<file path="config.mk">
export PLATFORM = sky130hd
export DESIGN_NAME = kbd_matrix_flat
export DESIGN_NICKNAME = d
export VERILOG_FILES = /design/src/rtl/kbd_pkg.sv /design/src/rtl/kbd_matrix_if.sv /design/src/rtl/kbd_keymap.sv /design/src/rtl/kbd_matrix.sv /design/src/flat_wrapper.sv
export SDC_FILE = /design/constraint.sdc
export NUM_CORES = 1
export LEC_CHECK = 0
export BUFFER_PORTS_ARGS = -buffer_cell sky130_fd_sc_hd__buf_4
export CORE_MARGIN = 3
export CORE_UTILIZATION = 40
export DETAILED_ROUTE_END_ITERATION = 16
export PLACE_DENSITY_LB_ADDON = 0.15
export RECOVER_POWER = 50
export SLEW_MARGIN = 10
export SYNTH_ARGS = -nofsm -noshare
export SYNTH_HDL_FRONTEND = slang
export SYNTH_SLANG_ARGS = --single-unit
</file>
<file path="constraint.sdc">
create_clock -name clk -period 2.3 [get_ports clk]
set_clock_uncertainty 0.1 [all_clocks]
set_input_delay 0.23 -clock clk [delete_from_list [all_inputs] [get_ports clk]]
set_output_delay 0.23 -clock clk [all_outputs]
set_load 0.005 [all_outputs]
</file>
<file path="src/rtl/kbd_pkg.sv">
// Shared types, selector codes, joystick bit positions and the scancode-to-matrix map
// for the keyboard matrix emulator.
package kbd_pkg;

  typedef struct packed {
    logic       hit;
    logic [3:0] col;
    logic [2:0] row;
  } key_entry_t;

  typedef struct packed {
    logic       ext;
    logic [7:0] code;
    logic [3:0] col;
    logic [2:0] row;
  } map_row_t;

  localparam logic [7:0] SEL_JOY1 = 8'h30;
  localparam logic [7:0] SEL_JOY2 = 8'h40;

  localparam int JOY_R  = 0;
  localparam int JOY_L  = 1;
  localparam int JOY_D  = 2;
  localparam int JOY_U  = 3;
  localparam int JOY_B1 = 4;
  localparam int JOY_B2 = 5;

  // Both Shift scancodes land on the same matrix bit.
  localparam int MAP_LEN = 5;
  localparam map_row_t KEY_MAP [MAP_LEN] = '{
    '{1'b0, 8'h1C, 4'd3, 3'd1},
    '{1'b0, 8'h5A, 4'd7, 3'd0},
    '{1'b1, 8'h75, 4'd8, 3'd0},
    '{1'b0, 8'h12, 4'd0, 3'd6},
    '{1'b0, 8'h59, 4'd0, 3'd6}
  };

  function automatic logic [7:0] joy_rows(input logic [5:0] j);
    return {2'b00, j[JOY_B2], j[JOY_B1], j[JOY_U], j[JOY_D], j[JOY_L], j[JOY_R]};
  endfunction

endpackage

</file>
<file path="src/rtl/kbd_matrix_if.sv">
// Keyboard/joystick input and CPU-facing row readback bundle for kbd_matrix.
interface kbd_matrix_if;
  logic [10:0] ps2_key;
  logic [7:0]  kb_cols;
  logic [31:0] joy1;
  logic [31:0] joy2;
  logic [7:0]  kb_rows;
  logic        key_evt;

  modport master (output ps2_key, kb_cols, joy1, joy2, input kb_rows, key_evt);
  modport slave  (input ps2_key, kb_cols, joy1, joy2, output kb_rows, key_evt);
endinterface

</file>
<file path="src/rtl/kbd_keymap.sv">
// Registered scancode lookup: turns a stage-1 key event into {hit, col, row}.
module kbd_keymap
  import kbd_pkg::*;
#(
  parameter int NCOLS = 9
) (
  input  logic       clk,
  input  logic       reset,
  input  logic       valid,
  input  logic       ext,
  input  logic       pressed,
  input  logic [7:0] code,
  output key_entry_t entry,
  output logic       entry_pressed
);

  key_entry_t look;

  always_comb begin
    look = '0;
    for (int i = 0; i < MAP_LEN; i++) begin
      if (KEY_MAP[i].ext == ext && KEY_MAP[i].code == code) begin
        look.hit = 1'b1;
        look.col = KEY_MAP[i].col;
        look.row = KEY_MAP[i].row;
      end
    end
    // Columns beyond the configured matrix width behave as unmapped.
    if (!valid || look.col >= 4'(NCOLS)) look.hit = 1'b0;
  end

  always_ff @(posedge clk or posedge reset) begin
    if (reset) begin
      entry         <= '0;
      entry_pressed <= 1'b0;
    end else begin
      entry         <= look;
      entry_pressed <= pressed;
    end
  end

endmodule

</file>
<file path="src/rtl/kbd_matrix.sv">
// PS/2 key events to an NCOLS x 8 key matrix, read back column-by-column (or as a
// joystick) through a CPU column-select register.
module kbd_matrix
  import kbd_pkg::*;
#(
  parameter int NCOLS    = 9,
  parameter bit JOY_SWAP = 1'b0
) (
  input  logic         clk,
  input  logic         reset,
  kbd_matrix_if.slave  bus
);

  localparam logic [7:0] SEL_A = JOY_SWAP ? SEL_JOY2 : SEL_JOY1;
  localparam logic [7:0] SEL_B = JOY_SWAP ? SEL_JOY1 : SEL_JOY2;

  logic       tog_q;
  logic       sync_pend;
  logic       new_evt;
  logic       s1_valid;
  logic       s1_ext;
  logic       s1_pressed;
  logic [7:0] s1_code;
  key_entry_t s2_entry;
  logic       s2_pressed;
  logic [7:0] matrix [NCOLS];
  logic       evt_q;
  logic [7:0] rows_d;
  logic [7:0] rows_q;
  logic       unused_joy;

  assign unused_joy = ^{bus.joy1[31:6], bus.joy2[31:6]};

  // The first edge after reset only captures the toggle level, so a stale toggle is not an event.
  assign new_evt = (bus.ps2_key[10] ^ tog_q) & ~sync_pend;

  always_ff @(posedge clk or posedge reset) begin
    if (reset) begin
      tog_q      <= 1'b0;
      sync_pend  <= 1'b1;
      s1_valid   <= 1'b0;
      s1_ext     <= 1'b0;
      s1_pressed <= 1'b0;
      s1_code    <= 8'h00;
    end else begin
      tog_q      <= bus.ps2_key[10];
      sync_pend  <= 1'b0;
      s1_valid   <= new_evt;
      s1_ext     <= bus.ps2_key[8];
      s1_pressed <= bus.ps2_key[9];
      s1_code    <= bus.ps2_key[7:0];
    end
  end

  kbd_keymap #(.NCOLS(NCOLS)) u_keymap (
    .clk           (clk),
    .reset         (reset),
    .valid         (s1_valid),
    .ext           (s1_ext),
    .pressed       (s1_pressed),
    .code          (s1_code),
    .entry         (s2_entry),
    .entry_pressed (s2_pressed)
  );

  always_ff @(posedge clk or posedge reset) begin
    if (reset) begin
      for (int c = 0; c < NCOLS; c++) matrix[c] <= 8'h00;
      evt_q <= 1'b0;
    end else begin
      evt_q <= s2_entry.hit;
      for (int c = 0; c < NCOLS; c++) begin
        if (s2_entry.hit && s2_entry.col == 4'(c)) matrix[c][s2_entry.row] <= s2_pressed;
      end
    end
  end

  always_comb begin
    rows_d = 8'h00;
    if (bus.kb_cols == SEL_A) begin
      rows_d = joy_rows(bus.joy1[5:0]);
    end else if (bus.kb_cols == SEL_B) begin
      rows_d = joy_rows(bus.joy2[5:0]);
    end else if (bus.kb_cols[7:4] == 4'h0) begin
      for (int c = 0; c < NCOLS; c++) begin
        if (bus.kb_cols[3:0] == 4'(c + 1)) rows_d = matrix[c];
      end
    end
  end

  always_ff @(posedge clk or posedge reset) begin
    if (reset) rows_q <= 8'h00;
    else       rows_q <= rows_d;
  end

  assign bus.kb_rows = rows_q;
  assign bus.key_evt = evt_q;

endmodule

</file>
<file path="src/flat_wrapper.sv">
// flat-port wrapper written by rule: the top's interface ports become plain ports
module kbd_matrix_flat import kbd_pkg::*;
#(
  parameter int NCOLS    = 9,
  parameter bit JOY_SWAP = 1'b0
)
  (clk, reset, bus_ps2_key, bus_kb_cols, bus_joy1, bus_joy2, bus_kb_rows, bus_key_evt);
  kbd_matrix_if bus_i ();
  input  logic clk;
  input  logic reset;
  input wire logic [$bits(bus_i.ps2_key)-1:0] bus_ps2_key;
  input wire logic [$bits(bus_i.kb_cols)-1:0] bus_kb_cols;
  input wire logic [$bits(bus_i.joy1)-1:0] bus_joy1;
  input wire logic [$bits(bus_i.joy2)-1:0] bus_joy2;
  output wire logic [$bits(bus_i.kb_rows)-1:0] bus_kb_rows;
  output wire logic [$bits(bus_i.key_evt)-1:0] bus_key_evt;
  assign bus_i.ps2_key = bus_ps2_key;
  assign bus_i.kb_cols = bus_kb_cols;
  assign bus_i.joy1 = bus_joy1;
  assign bus_i.joy2 = bus_joy2;
  assign bus_kb_rows = bus_i.kb_rows;
  assign bus_key_evt = bus_i.key_evt;
  kbd_matrix #(.NCOLS(NCOLS), .JOY_SWAP(JOY_SWAP)) u_core (.clk(clk), .reset(reset), .bus(bus_i));
endmodule
</file>
==> key figures <==
Run status
  • Status: complete, no violations

STA
  • Final Slew Violations: 0
  • Hold slack final: 46.36 ps
  • RSZ-0062 raised after global routing: no
  • Setup TNS Final: 0 ps
  • Slew margin rel.: 0.2208
  • Max Fclk: 560.2 MHz
  • Finish-stage setup viols: 0
  • Final worst-path cycle share: 0.7761
  • Final setup margin: 515.0 ps
  • Slew @ Worst Pin: 1169 ps
  • Post-layout minimum cycle time: 1785 ps
  • Final hold violation count: 0

Final layout
  • Nets: 307
  • Layout cell share with drive strength beyond 1: 0.3363
  • Non-Filler Instances: 290
  • Post-layout util: 0.5419
  • N_diodes: 0
  • Area delta synth->final: 27.50%

Global routing
  • Gr usage total: 0.1448
  • Maximum number of pins on one net before global-route repair: 50
  • Vias in the first global route: 1588
  • GR Overflow Total: 0
  • First-pass GRT wire length: 6927 um
  • Initial antenna violation count: 0

Clock network
  • CTS tree: built
  • Num CTS Buffers: 5
  • Setup bufs post-CTS: 0
  • CTS sink cnt: 49
  • Maximum buffer depth of the clock tree: 2
  • Clk pin slew, worst setup/hold paths: 90 ps
  • Root buffer cell: clkbuf_8
  • H-tree lvl count: 2
  • Clock Latency Late Sink: 290 ps

Worst setup path
  • Crit path kind: register to register
  • Critical path fanouts, max: 5
  • CP required: 2430 ps
  • CP Launch Type: register
  • Worst path arrival time: 1910 ps
  • CP endpoint kind: register

Logic synthesis
  • Mux cell area share after synthesis: 0.1190
  • Gate Count Post-Synth: 170
  • XOR/XNOR Fraction of Synth Area: 0.004250
  • Post-synth EDFFs: 0
  • Seq cells post-synth: 49
  • Register area share after synthesis: 0.5956
  • Post-Synth Adder-Cell Area: 0
  • Post-synthesis compound-gate area fraction: 0.08257
  • Post-synthesis simple-gate area fraction: 0.1803
  • Async S/R FF share, synth: 1.000
  • Post-Syn Area: 2061 um^2
  • Most frequent cell after synthesis: dfrtp_1
  • Synthesis Warnings: 0
  • Synthesized area per cell: 12.12 um^2
  • Yosys top cell by area: dfrtp_1
  • Count of different cell masters after synthesis: 35
  • Largest family of logic cells by synthesized area: simple AND/OR/NAND/NOR gates
  • Top cells by count, synth: dfrtp_1, mux2_2, nand2_1
  • Synth top area cells: dfrtp_1, mux2_2, nand2_1
  • Top-area cell type share of the netlist area: 0.5829
  • Syn nets: 255
  • Most used DFF post-synth: dfrtp_1

Die
  • Placeable Area: 4848 um^2
  • # rows: 25
  • Die area: 6049 um^2
  • DIE HEIGHT: 77.78 um
  • Initial Utilization: 0.4250
  • Die span in x: 77.78 um
  • I/O pin count: 94

Power
  • Cell leakage power: 1.225 nW
  • Max VDD drop: 0.0003786 V
  • Power per cell area: 573.5 nW/um^2

Hold path
  • Hold Path Class: input port to register

Routing
  • Average vias per placed instance: 5.200
  • DRT Pass-1 Iters: 7
  • Final WL: 4077 um
  • DR vias: 1508
  • DR iter-0 viols: 44
  • Final ANT Viol Nets: 0
  • Wire length per cell: 14.06 um
  • Drt drc: 0

Placed design
  • Pre-CTS setup slack: 538.9 ps
  • DP HPWL: 2911 um
  • Placer Congestion: 0.7545
  • IO Port Bufs: 41
  • Placed cells: 271

Job
  • Max-Cap Viols: 0
-- cells by family (layout without fill, tap and decap cells) --
family                    Yosys count  in the layout
muxes                              22             22
buffers and inverters               9             62
other                               1              1
DFF                                49             49
xor gates and xnor gates            1              1
and+or+nand+nor                    65             65
AOI/OAI and AO/OA                  23             23
-- registers in the layout (all words and copies together), names as in the netlist --
signal and flops:
u_core.s1_ext 1, u_core.matrix 20, u_core.s1_valid 1, u_core.bus.kb_rows 8, u_core.sync_pend 1, u_core.s1_pressed 1
u_core.s1_code 8, u_core.bus.key_evt 1, u_core.u_keymap.entry 6, u_core.tog_q 1, u_core.u_keymap.entry_pressed 1
-- layout make-up --
cell class	count	area, um^2
tap	67	83.83
inverter	1	3.754
timing repair buffer	53	422.9
sequential	49	1227
fill	431	2221
multi-input combinational	112	799.5
clock buffer	8	90.09
-- power by group --
| part | internal [W] | switching, W | total (W) |
|---|---|---|---|
| clock | 0.000245 | 0.000258 | 0.000503 |
| combinational | 0.0000648 | 0.0000497 | 0.000114 |
| sequential | 0.000876 | 0.0000127 | 0.000889 |
| total | 0.00119 | 0.000320 | 0.00151 |
-- placed cells by master (no fill, tap or decap), drive strengths merged, types with 2 or more instances in the layout --
cell	synthesis	layout
a22o	4	4
o22a	2	2
or4b	2	2
nand2b	4	4
clkbuf	8	12
mux2i	2	2
buf	0	38
a222oi	2	2
nand4b	2	2
a22oi	2	2
and4b	2	2
nand3	4	4
o21ai	6	6
mux2	20	20
nor4	2	2
nor3	9	9
nor2b	3	3
dfrtp	48	48
or3b	2	2
nor3b	4	4
nand2	15	15
a21oi	5	5
nor2	11	11
dlygate4sd3	0	11
nand3b	2	2
-- repair_timing --
item	4_1_cts	5_1_grt
resized for setup	0	0
hold endpoints to repair	11	0
hold buffers	11	0
-- critical path: stages (launching register included) --
cell	delay, ps
dfrtp_1	420
or4b_2	670
a211oi_1	380
o31a_1	160
-- metal layers --
| metal | global-route usage | vias to the layer above | routed length (um) |
|---|---|---|---|
| li1 | - | 714 | - |
| met1 | 0.1571 | 754 | 1685 |
| met2 | 0.2637 | 38 | 2162 |
| met3 | 0.04176 | 2 | 210 |
| met4 | 0.05516 | 0 | 19 |
| met5 | 0 | - | 0 |
-- per-stage QoR --
step	power, W	instance area, um^2
after floorplan	0.0009469	2061
after global placement	0.001005	2430
after detailed placement	0.001010	2430
after CTS	0.001531	2630
after global routing	0.001583	2628
final	0.001507	2628
-- final timing paths --
| check | cells after the start | slack, ps | start | to |
|---|---|---|---|---|
| max in group asynchronous | 3 | 1180 | reset | u_core.matrix[38] |
| min in group asynchronous | 3 | 210 | reset | u_core.bus.kb_rows[5] |
| min reg2reg | 0 | 260 | u_core.s1_pressed | u_core.u_keymap.entry_pressed |
| min | 2 | 50 | bus_joy2[3] | u_core.bus.kb_rows[3] |
| max reg2reg | 3 | 520 | u_core.s1_code[6] | u_core.u_keymap.entry[7] |
| max | 3 | 520 | u_core.s1_code[6] | u_core.u_keymap.entry[7] |
Note: power is estimated with default switching activity, not from simulation.
